$ cat src/rtl/crumb_seq.sv
// crumb_seq: load / run / dump sequencer for a serial chain of crumb cells.
// It shifts a pattern into the chain, pulses the cells through num_gens
// generations, then streams the chain contents out while recirculating them.
module crumb_seq #(
    parameter int CHAIN_LEN  = 64,
    parameter int RUN_CYCLES = 2
) (
    input  logic       clk,
    input  logic       rst_n,
    input  logic       start,
    input  logic       abort,
    input  logic [7:0] num_gens,
    input  logic       load_valid,
    input  logic       load_bit,
    output logic       load_ready,
    output logic       cell_en,
    output logic       cell_run,
    output logic       cell_display,
    output logic       cell_shift_in,
    input  logic       chain_tail,
    output logic       disp_bit,
    output logic       disp_valid,
    input  logic       disp_ready,
    output logic       disp_last,
    output logic       busy,
    output logic       done
);

    localparam int             BW       = $clog2(CHAIN_LEN + 1);
    localparam logic [BW-1:0]  LAST_BIT = BW'(CHAIN_LEN - 1);
    localparam logic [3:0]     LAST_RUN = 4'(RUN_CYCLES - 1);

    typedef enum logic [2:0] {
        S_IDLE,
        S_LOAD,
        S_RUN,
        S_DUMP,
        S_DONE
    } state_t;

    state_t        state_q, state_d;
    logic [BW-1:0] bit_cnt_q, bit_cnt_d;
    logic [3:0]    run_cnt_q, run_cnt_d;
    logic [7:0]    gen_cnt_q, gen_cnt_d;

    // State and counter registers; reset lands in IDLE so every output decodes to 0 at once.
    always_ff @(posedge clk or negedge rst_n) begin
        if (!rst_n) begin
            state_q   <= S_IDLE;
            bit_cnt_q <= '0;
            run_cnt_q <= '0;
            gen_cnt_q <= '0;
        end else begin
            // NOTE: non-blocking assignments so every register samples the pre-edge values.
            state_q   <= state_d;
            bit_cnt_q <= bit_cnt_d;
            run_cnt_q <= run_cnt_d;
            gen_cnt_q <= gen_cnt_d;
        end
    end

    // Next-state, counter updates and combinational output decode.
    always_comb begin
        // NOTE: every value written here gets a default first so no path infers a latch.
        state_d       = state_q;
        bit_cnt_d     = bit_cnt_q;
        run_cnt_d     = run_cnt_q;
        gen_cnt_d     = gen_cnt_q;
        load_ready    = 1'b0;
        cell_en       = 1'b0;
        cell_run      = 1'b0;
        cell_display  = 1'b0;
        cell_shift_in = 1'b0;
        disp_bit      = 1'b0;
        disp_valid    = 1'b0;
        disp_last     = 1'b0;
        busy          = (state_q != S_IDLE);
        done          = 1'b0;

        case (state_q)
            S_IDLE: begin
                if (start) begin
                    state_d   = S_LOAD;
                    bit_cnt_d = '0;
                    gen_cnt_d = num_gens;
                end
            end

            S_LOAD: begin
                load_ready    = 1'b1;
                cell_en       = load_valid;
                cell_shift_in = load_bit;
                if (load_valid) begin
                    bit_cnt_d = bit_cnt_q + BW'(1);
                    if (bit_cnt_q == LAST_BIT) begin
                        run_cnt_d = '0;
                        if (gen_cnt_q == 8'd0) begin
                            // Zero generations: skip straight to the dump.
                            state_d   = S_DUMP;
                            bit_cnt_d = '0;
                        end else begin
                            state_d = S_RUN;
                        end
                    end
                end
            end

            S_RUN: begin
                cell_en  = 1'b1;
                cell_run = 1'b1;
                if (run_cnt_q == LAST_RUN) begin
                    // One generation finished.
                    run_cnt_d = '0;
                    gen_cnt_d = gen_cnt_q - 8'd1;
                    if (gen_cnt_q == 8'd1) begin
                        state_d   = S_DUMP;
                        bit_cnt_d = '0;
                    end
                end else begin
                    run_cnt_d = run_cnt_q + 4'd1;
                end
            end

            S_DUMP: begin
                // Tail bit goes out and back into the head, so the pattern survives the dump.
                disp_valid    = 1'b1;
                disp_bit      = chain_tail;
                cell_shift_in = chain_tail;
                cell_en       = disp_ready;
                disp_last     = (bit_cnt_q == LAST_BIT);
                if (disp_ready) begin
                    bit_cnt_d = bit_cnt_q + BW'(1);
                    if (bit_cnt_q == LAST_BIT) begin
                        state_d = S_DONE;
                    end
                end
            end

            S_DONE: begin
                done    = 1'b1;
                state_d = S_IDLE;
            end

            default: state_d = S_IDLE;
        endcase

        // Abort overrides every transition, including a start seen in IDLE.
        if (abort) begin
            state_d = S_IDLE;
        end
    end

endmodule

$ cat config.mk
export PLATFORM = sky130hd
export DESIGN_NAME = crumb_seq
export DESIGN_NICKNAME = d
export VERILOG_FILES = /design/src/rtl/crumb_seq.sv
export SDC_FILE = /design/constraint.sdc
export NUM_CORES = 1
export LEC_CHECK = 0
export CAP_MARGIN = 20
export CORE_AREA = 10 10 75 77
export DETAILED_ROUTE_END_ITERATION = 8
export DIE_AREA = 0 0 85 87
export PLACE_DENSITY = 0.55
export SLEW_MARGIN = 40
export SYNTH_ARGS = -nofsm -noshare
export SYNTH_HDL_FRONTEND = slang
export SYNTH_SLANG_ARGS = --single-unit
$ cat constraint.sdc
create_clock -name clk -period 2.6 [get_ports clk]
set_clock_uncertainty 0.2 [all_clocks]
set_input_delay 0.52 -clock clk [delete_from_list [all_inputs] [get_ports clk]]
set_output_delay 0.52 -clock clk [all_outputs]
set_load 0.005 [all_outputs]
==> results_dict.tcl, run 1 <==
set metrics [dict create \
    reg2regPathDepth 8 \
    die_h_um 87 \
    finalCritPeriodShare_pct 97.6 \
    fin_tns_setup_ns 0 \
    ys_seq_elements 22 \
    htree_levels 1 \
    viasPerCell 5.31 \
    required_ns 1.88 \
    io_buffers 24 \
    ant_nets 0 \
    grt-ovfl-total 0 \
    firstDrtPassIters 4 \
    antenna_found_initial 0 \
    leakage_nw 0.820 \
    vdd_drop_max_v 0.000234 \
    seqCellArea_um2 553 \
    final_nets 223 \
    fmax_ghz 0.394 \
    reg2reg_to "bit_cnt_q[5]$_DFFE_PN0P_" \
    drcViolationCount 0 \
    dieArea_mm2 0.00740 \
    grt_start_max_net_pins 23 \
    final_hold_viol_count 0 \
    setup_viol 0 \
    tightestPinTransition_ns 0.707 \
    ys.warnings.count 0 \
    dp_hpwl_mm 2.83 \
    rsz0062_at_grt "false" \
    multi_input_comb_area_um2 808 \
    nFillCells 410 \
    yosysSeqAreaShare_pct 39.1 \
    synthArstFlopShare_pct 100 \
    drv_cap 0 \
    numCtsBuffers 3 \
    fin_ws_ns 0.0619 \
    vias 1343 \
    gp_congestion 0.838 \
    layout_common_cells "23 x clkdlybuf4s50_1, 20 x dfrtp_1, 17 x nor2_1" \
    hp-class "reg -> reg" \
    drive_gt1_share_pct 16.4 \
    slew_violations 0 \
    crit_end "cell_run" \
    netlist_instances 165 \
    cp-startpoint "state_q[0]$_DFFE_PN0P_" \
    syn_area_mm2 0.00141 \
    first_global_vias 1375 \
    synth_edf_count 0 \
    crit_path_start_kind "register" \
    hold_ws_ns 0.337 \
    io_pins 26 \
    maxSlewHeadroom_pct 52.9 \
    clockRootBuffer "clkbuf_8" \
    min_period_ns 2.54 \
    drt-initial-drc-count 74 \
    syn_avg_cell_area_um2 8.53 \
    ys_types 46 \
    dp_slack_ns 0.0972 \
    worstSetupPathType "reg -> out" \
    final_common_cell "clkdlybuf4s50_1" \
    antennaDiodeCount 0 \
    drt-total-wl_mm 3.78 \
    hold_buffers 0 \
    areaGrowthSynthToFinish_pct 33.4 \
    regToRegSetupSlack_ns 0.22 \
    p_per_area_mw_per_mm2 445 \
    synthFlopType "dfrtp_1" \
    stdcell_count 253 \
    dp.cells 243 \
    clock-sinks 22 \
    track_usage_pct 10.3 \
    status "finished, final reports clean" \
    tritoncts "done" \
    rows 24 \
    grt_pass1_wl_mm 6.47 \
    synth_fp_nets 186 \
    wl_per_cell_um 14.9 \
    regToRegStartpoint "run_cnt_q[1]$_DFFE_PN0P_" \
    path_max_fanout 7 \
    die_x_um 85 \
    core_area_mm2 0.00423 \
    clockBufferDepth 2 \
    clkTransAtPathRegs_ns 0.08 \
    initial_core_util_pct 33.2 \
    end_kind "output port" \
    critPathArrivalTime_ns 1.82 \
    clk-insertion-delay-late_ns 0.26 \
]
critical path, stage by stage, from the launching register on:
cell and delay [ns]:
dfrtp_2 0.47, or3b_1 0.43, inv_2 0.13, clkdlybuf4s50_1 0.53
registers in the layout (all words and copies together), names as in the netlist:
name	flops
bit_cnt_q	7
run_cnt_q	4
state_q	3
gen_cnt_q	8
cell type report:
type                            instances  area share [%]
Tap cell                               52            3.46
Inverter                                9            1.80
Timing Repair Buffer                   40            19.3
Sequential cell                        22            29.4
Clock buffer                            4            2.93
Multi-Input combinational cell        126            43.0
worst min-delay path by stage:
stage                          endpoint  slack (ns)  depth (start not counted)                startpoint
6_report       gen_cnt_q[7]$_DFFE_PN0P_        0.34                          1  gen_cnt_q[7]$_DFFE_PN0P_
5_1_grt        gen_cnt_q[7]$_DFFE_PN0P_        0.35                          1  gen_cnt_q[7]$_DFFE_PN0P_
4_1_cts        bit_cnt_q[0]$_DFFE_PN0P_        0.33                          1  bit_cnt_q[0]$_DFFE_PN0P_
3_5_place_dp   bit_cnt_q[0]$_DFFE_PN0P_        0.32                          1  bit_cnt_q[0]$_DFFE_PN0P_
3_3_place_gp   bit_cnt_q[6]$_DFFE_PN0P_        0.31                          1  bit_cnt_q[6]$_DFFE_PN0P_
2_1_floorplan  bit_cnt_q[0]$_DFFE_PN0P_        0.02                          0                     rst_n
logic make-up after synthesis:
family	share of synthesized area, %
AOI/OAI and AO/OA	23.6
xor gates and xnor gates	0.622
adders and majority gates	4.44
buffers and inverters	5.07
DFF	39.1
muxes	1.42
other	0.266
and+or+nand+nor	25.5
synthesized netlist by cell type (all sizes together), types with 3 or more instances:
cell type  count  area share, %
nor2          17            4.5
a21oi          8            2.8
dfrtp         22             39
a31oi          4            1.8
inv            9            2.4
nand2         14            4.3
nor4           4            1.8
ha             5            4.4
nor3b          3            2.4
nand3          7            2.5
o22a           3            1.9
nand2b         3            1.3
buf            4            1.6
clkbuf         4            1.1
o21ai         18            6.4
nor3           5            1.8
metrics by stage:
| step | power [mW] | utilization [%] | cell area [um^2] |
|---|---|---|---|
| 2_1_floorplan | 0.498 | - | 1410 |
| 3_3_place_gp | 0.570 | 41.3 | 1750 |
| 3_5_place_dp | 0.578 | 41.5 | 1760 |
| 4_1_cts | 0.828 | 42.9 | 1820 |
| 5_1_grt | 0.891 | 44.4 | 1880 |
| 6_report | 0.835 | 44.4 | 1880 |
routing by layer:
metal / global-route usage, % / part of all wire [%]
met4: 3.14 / 1.2
met5: 0 / 0
met3: 3.28 / 6.1
met2: 16.4 / 45
met1: 12.8 / 48
what timing repair did:
| item | in CTS | in global routing |
|---|---|---|
| pin swaps | 1 | 3 |
| buffers inserted | 0 | 6 |
| resized for setup | 2 | 6 |
| gates cloned | 0 | 0 |
| setup endpoints to repair | 2 | 6 |
| hold endpoints to repair | 0 | 0 |
report_power, final:
| group | switching [mW] | total [mW] | internal (mW) |
|---|---|---|---|
| clock network | 0.112 | 0.247 | 0.135 |
| registers | 0.0341 | 0.404 | 0.370 |
| logic | 0.0888 | 0.184 | 0.0953 |
| total | 0.235 | 0.835 | 0.600 |
No activity file was read; power rests on OpenSTA's default activity.
==> inputs of run 2 (changes only) <==
--- a/config.mk
+++ b/config.mk
@@ -6,10 +6,10 @@
 export NUM_CORES = 1
 export LEC_CHECK = 0
 export CAP_MARGIN = 20
-export CORE_AREA = 10 10 75 77
+export CORE_AREA = 10 10 49 88
 export DETAILED_ROUTE_END_ITERATION = 8
-export DIE_AREA = 0 0 85 87
-export PLACE_DENSITY = 0.55
+export DIE_AREA = 0 0 59 98
+export PLACE_DENSITY = 0.73
 export SLEW_MARGIN = 40
 export SYNTH_ARGS = -nofsm -noshare
 export SYNTH_HDL_FRONTEND = slang
==> run 2 against run 1 <==
  * First-iteration DRC count down 55%
  * Routed wire length down 2.5%
  * Fmax up 0.39%
  * Global-route usage up 2.2 points
  * Die area down 22%
  * Non-clock buffer count down 1
  * Sequential share of layout area up 0.52 points
  * Power down 4.3%
  * Core utilization up 18 points
  * Cell count down 9.5%
  * Worst setup slack better by 0.0099 ns
  * Critical endpoint is now disp_last
  * Highest routed layer unchanged
==> results_dict.tcl, run 2 (synthesized netlist as in run 1, its figures left out) <==
set metrics [dict create \
    rows 28 \
    clk-insertion-delay-late_ns 0.26 \
    hold-path-cell-count 1 \
    clkTransAtPathRegs_ns 0.08 \
    grt-busiest-layer "met2" \
    dp_hpwl_mm 2.82 \
    rsz0062_at_grt "true" \
    design_area_mm2 0.00185 \
    reg2regPathDepth 6 \
    die_h_um 98 \
    crit_path_top_delay_cell "clkdlybuf4s50_1" \
    crit_cells 5 \
    initial_core_util_pct 47.8 \
    htree_levels 1 \
    reg_top3 "gen_cnt_q (8), bit_cnt_q (7), run_cnt_q (4)" \
    reg2reg_to "bit_cnt_q[5]$_DFFE_PN0P_" \
    clockRootBuffer "clkbuf_8" \
    io_pins 26 \
    grt_start_max_net_pins 23 \
    wl_per_cell_um 16.1 \
    drv_cap 0 \
    clock-sinks 22 \
    final_common_cell "clkdlybuf4s50_1" \
    numCtsBuffers 3 \
    hold_buffers 0 \
    antenna_found_initial 0 \
    tightestPinTransition_ns 0.721 \
    path_max_fanout 4 \
    gp_congestion 0.851 \
    antennaDiodeCount 0 \
    status "finished, final reports clean" \
    nFillCells 262 \
    track_usage_pct 12.4 \
    drt-initial-drc-count 33 \
    firstDrtPassIters 4 \
    final_util_pct 62.7 \
    fin_tns_setup_ns 0 \
    first_global_vias 1318 \
    critPathArrivalTime_ns 1.81 \
    dieArea_mm2 0.00578 \
    core_area_mm2 0.00294 \
    final_hold_viol_count 0 \
    io_buffers 24 \
    worstSetupPathType "reg -> out" \
    drcViolationCount 0 \
    leakage_nw 0.786 \
    largest-register "gen_cnt_q" \
    vias 1396 \
    hp-start "gen_cnt_q[7]$_DFFE_PN0P_" \
    grt_use_met1_pct 13.8 \
    worstHoldEndpoint "gen_cnt_q[7]$_DFFE_PN0P_" \
    slew_violations 0 \
    grt-ovfl-total 0 \
    layout_common_cells "24 x clkdlybuf4s50_1, 20 x dfrtp_1, 17 x nor2_1" \
    cp_num_buf_inv 1 \
    fmax_ghz 0.396 \
    regToRegSetupSlack_ns 0.10 \
    cp_cell_sequence "ha_4, nand3_4, nor3_4, and2_1, clkdlybuf4s50_1" \
    drt-total-wl_mm 3.69 \
    final_nets 222 \
    drive_gt1_share_pct 15.1 \
    viasPerCell 6.10 \
    ant_nets 0 \
    vdd_drop_max_v 0.000348 \
    max_stage_delay_ns 0.49 \
    finalCritPeriodShare_pct 97.2 \
    regToRegStartpoint "state_q[0]$_DFFE_PN0P_" \
    largest_reg_flops 8 \
    end_kind "output port" \
    areaGrowthSynthToFinish_pct 31.1 \
    hp-class "reg -> reg" \
    maxSlewHeadroom_pct 51.9 \
    die_x_um 59 \
    power_mw 0.799 \
    grtUsageMet3_pct 3.76 \
    tritoncts "done" \
    clockBufferDepth 2 \
    place_area_mm2 0.00172 \
    min_period_ns 2.53 \
    p_per_area_mw_per_mm2 433 \
    setup_viol 0 \
    use_met2_pct 20.4 \
    required_ns 1.88 \
    grt_pass1_wl_mm 5.92 \
    crit_family "buffers and inverters" \
    crit_path_start_kind "register" \
]
-- run 2: what timing repair did --
item / 4_1_cts / 5_1_grt
gates resized for setup: 2 / 8
setup endpoints to repair: 3 / 4
setup buffers: 0 / 5
pin swaps: 1 / 2
-- run 2: how the worst max path moves through the flow --
stage | startpoint | end | slack (ns)
finish | bit_cnt_q[0]$_DFFE_PN0P_ | disp_last | 0.07
global route | state_q[0]$_DFFE_PN0P_ | bit_cnt_q[3]$_DFFE_PN0P_ | -0.007
CTS | state_q[0]$_DFFE_PN0P_ | cell_run | 0.005
detailed placement | load_valid | cell_en | 0.08
global placement | start | gen_cnt_q[0]$_DFFE_PN0P_ | 0.06
floorplan | run_cnt_q[1]$_DFFE_PN0P_ | bit_cnt_q[5]$_DFFE_PN0P_ | 0.35
-- run 2: cell type report --
| class | count | area (um^2) | share of cell area [%] |
|---|---|---|---|
| Clock buffer | 3 | 41.3 | 2.24 |
| Tap cell | 30 | 37.5 | 2.03 |
| Multi-Input combinational cell | 126 | 827 | 44.8 |
| Timing Repair Buffer | 39 | 353 | 19.1 |
| Inverter | 9 | 33.8 | 1.83 |
| Sequential cell | 22 | 553 | 30.0 |
-- run 2: metal layers --
layer	part of all wire, %	up-vias	wire (um)
li1	-	671	-
met1	40	672	1480
met2	51	45	1870
met3	6.3	8	234
met4	2.8	0	102
met5	0	-	0
-- run 2: per-stage QoR --
stage / hold WS (ns) / worst slack, ns / instances
after global placement: 0.297 / 0.0624 / 220
after global routing: 0.356 / -0.00664 / 229
after CTS: 0.329 / 0.00502 / 224
final: 0.327 / 0.0718 / 229
after detailed placement: 0.313 / 0.0780 / 221
after floorplan: 0.0244 / 0.349 / 165
-- run 2: power breakdown --
group | total, mW | switching (mW) | internal, mW
combinational | 0.180 | 0.0856 | 0.0948
clock | 0.210 | 0.106 | 0.103
sequential | 0.409 | 0.0388 | 0.370
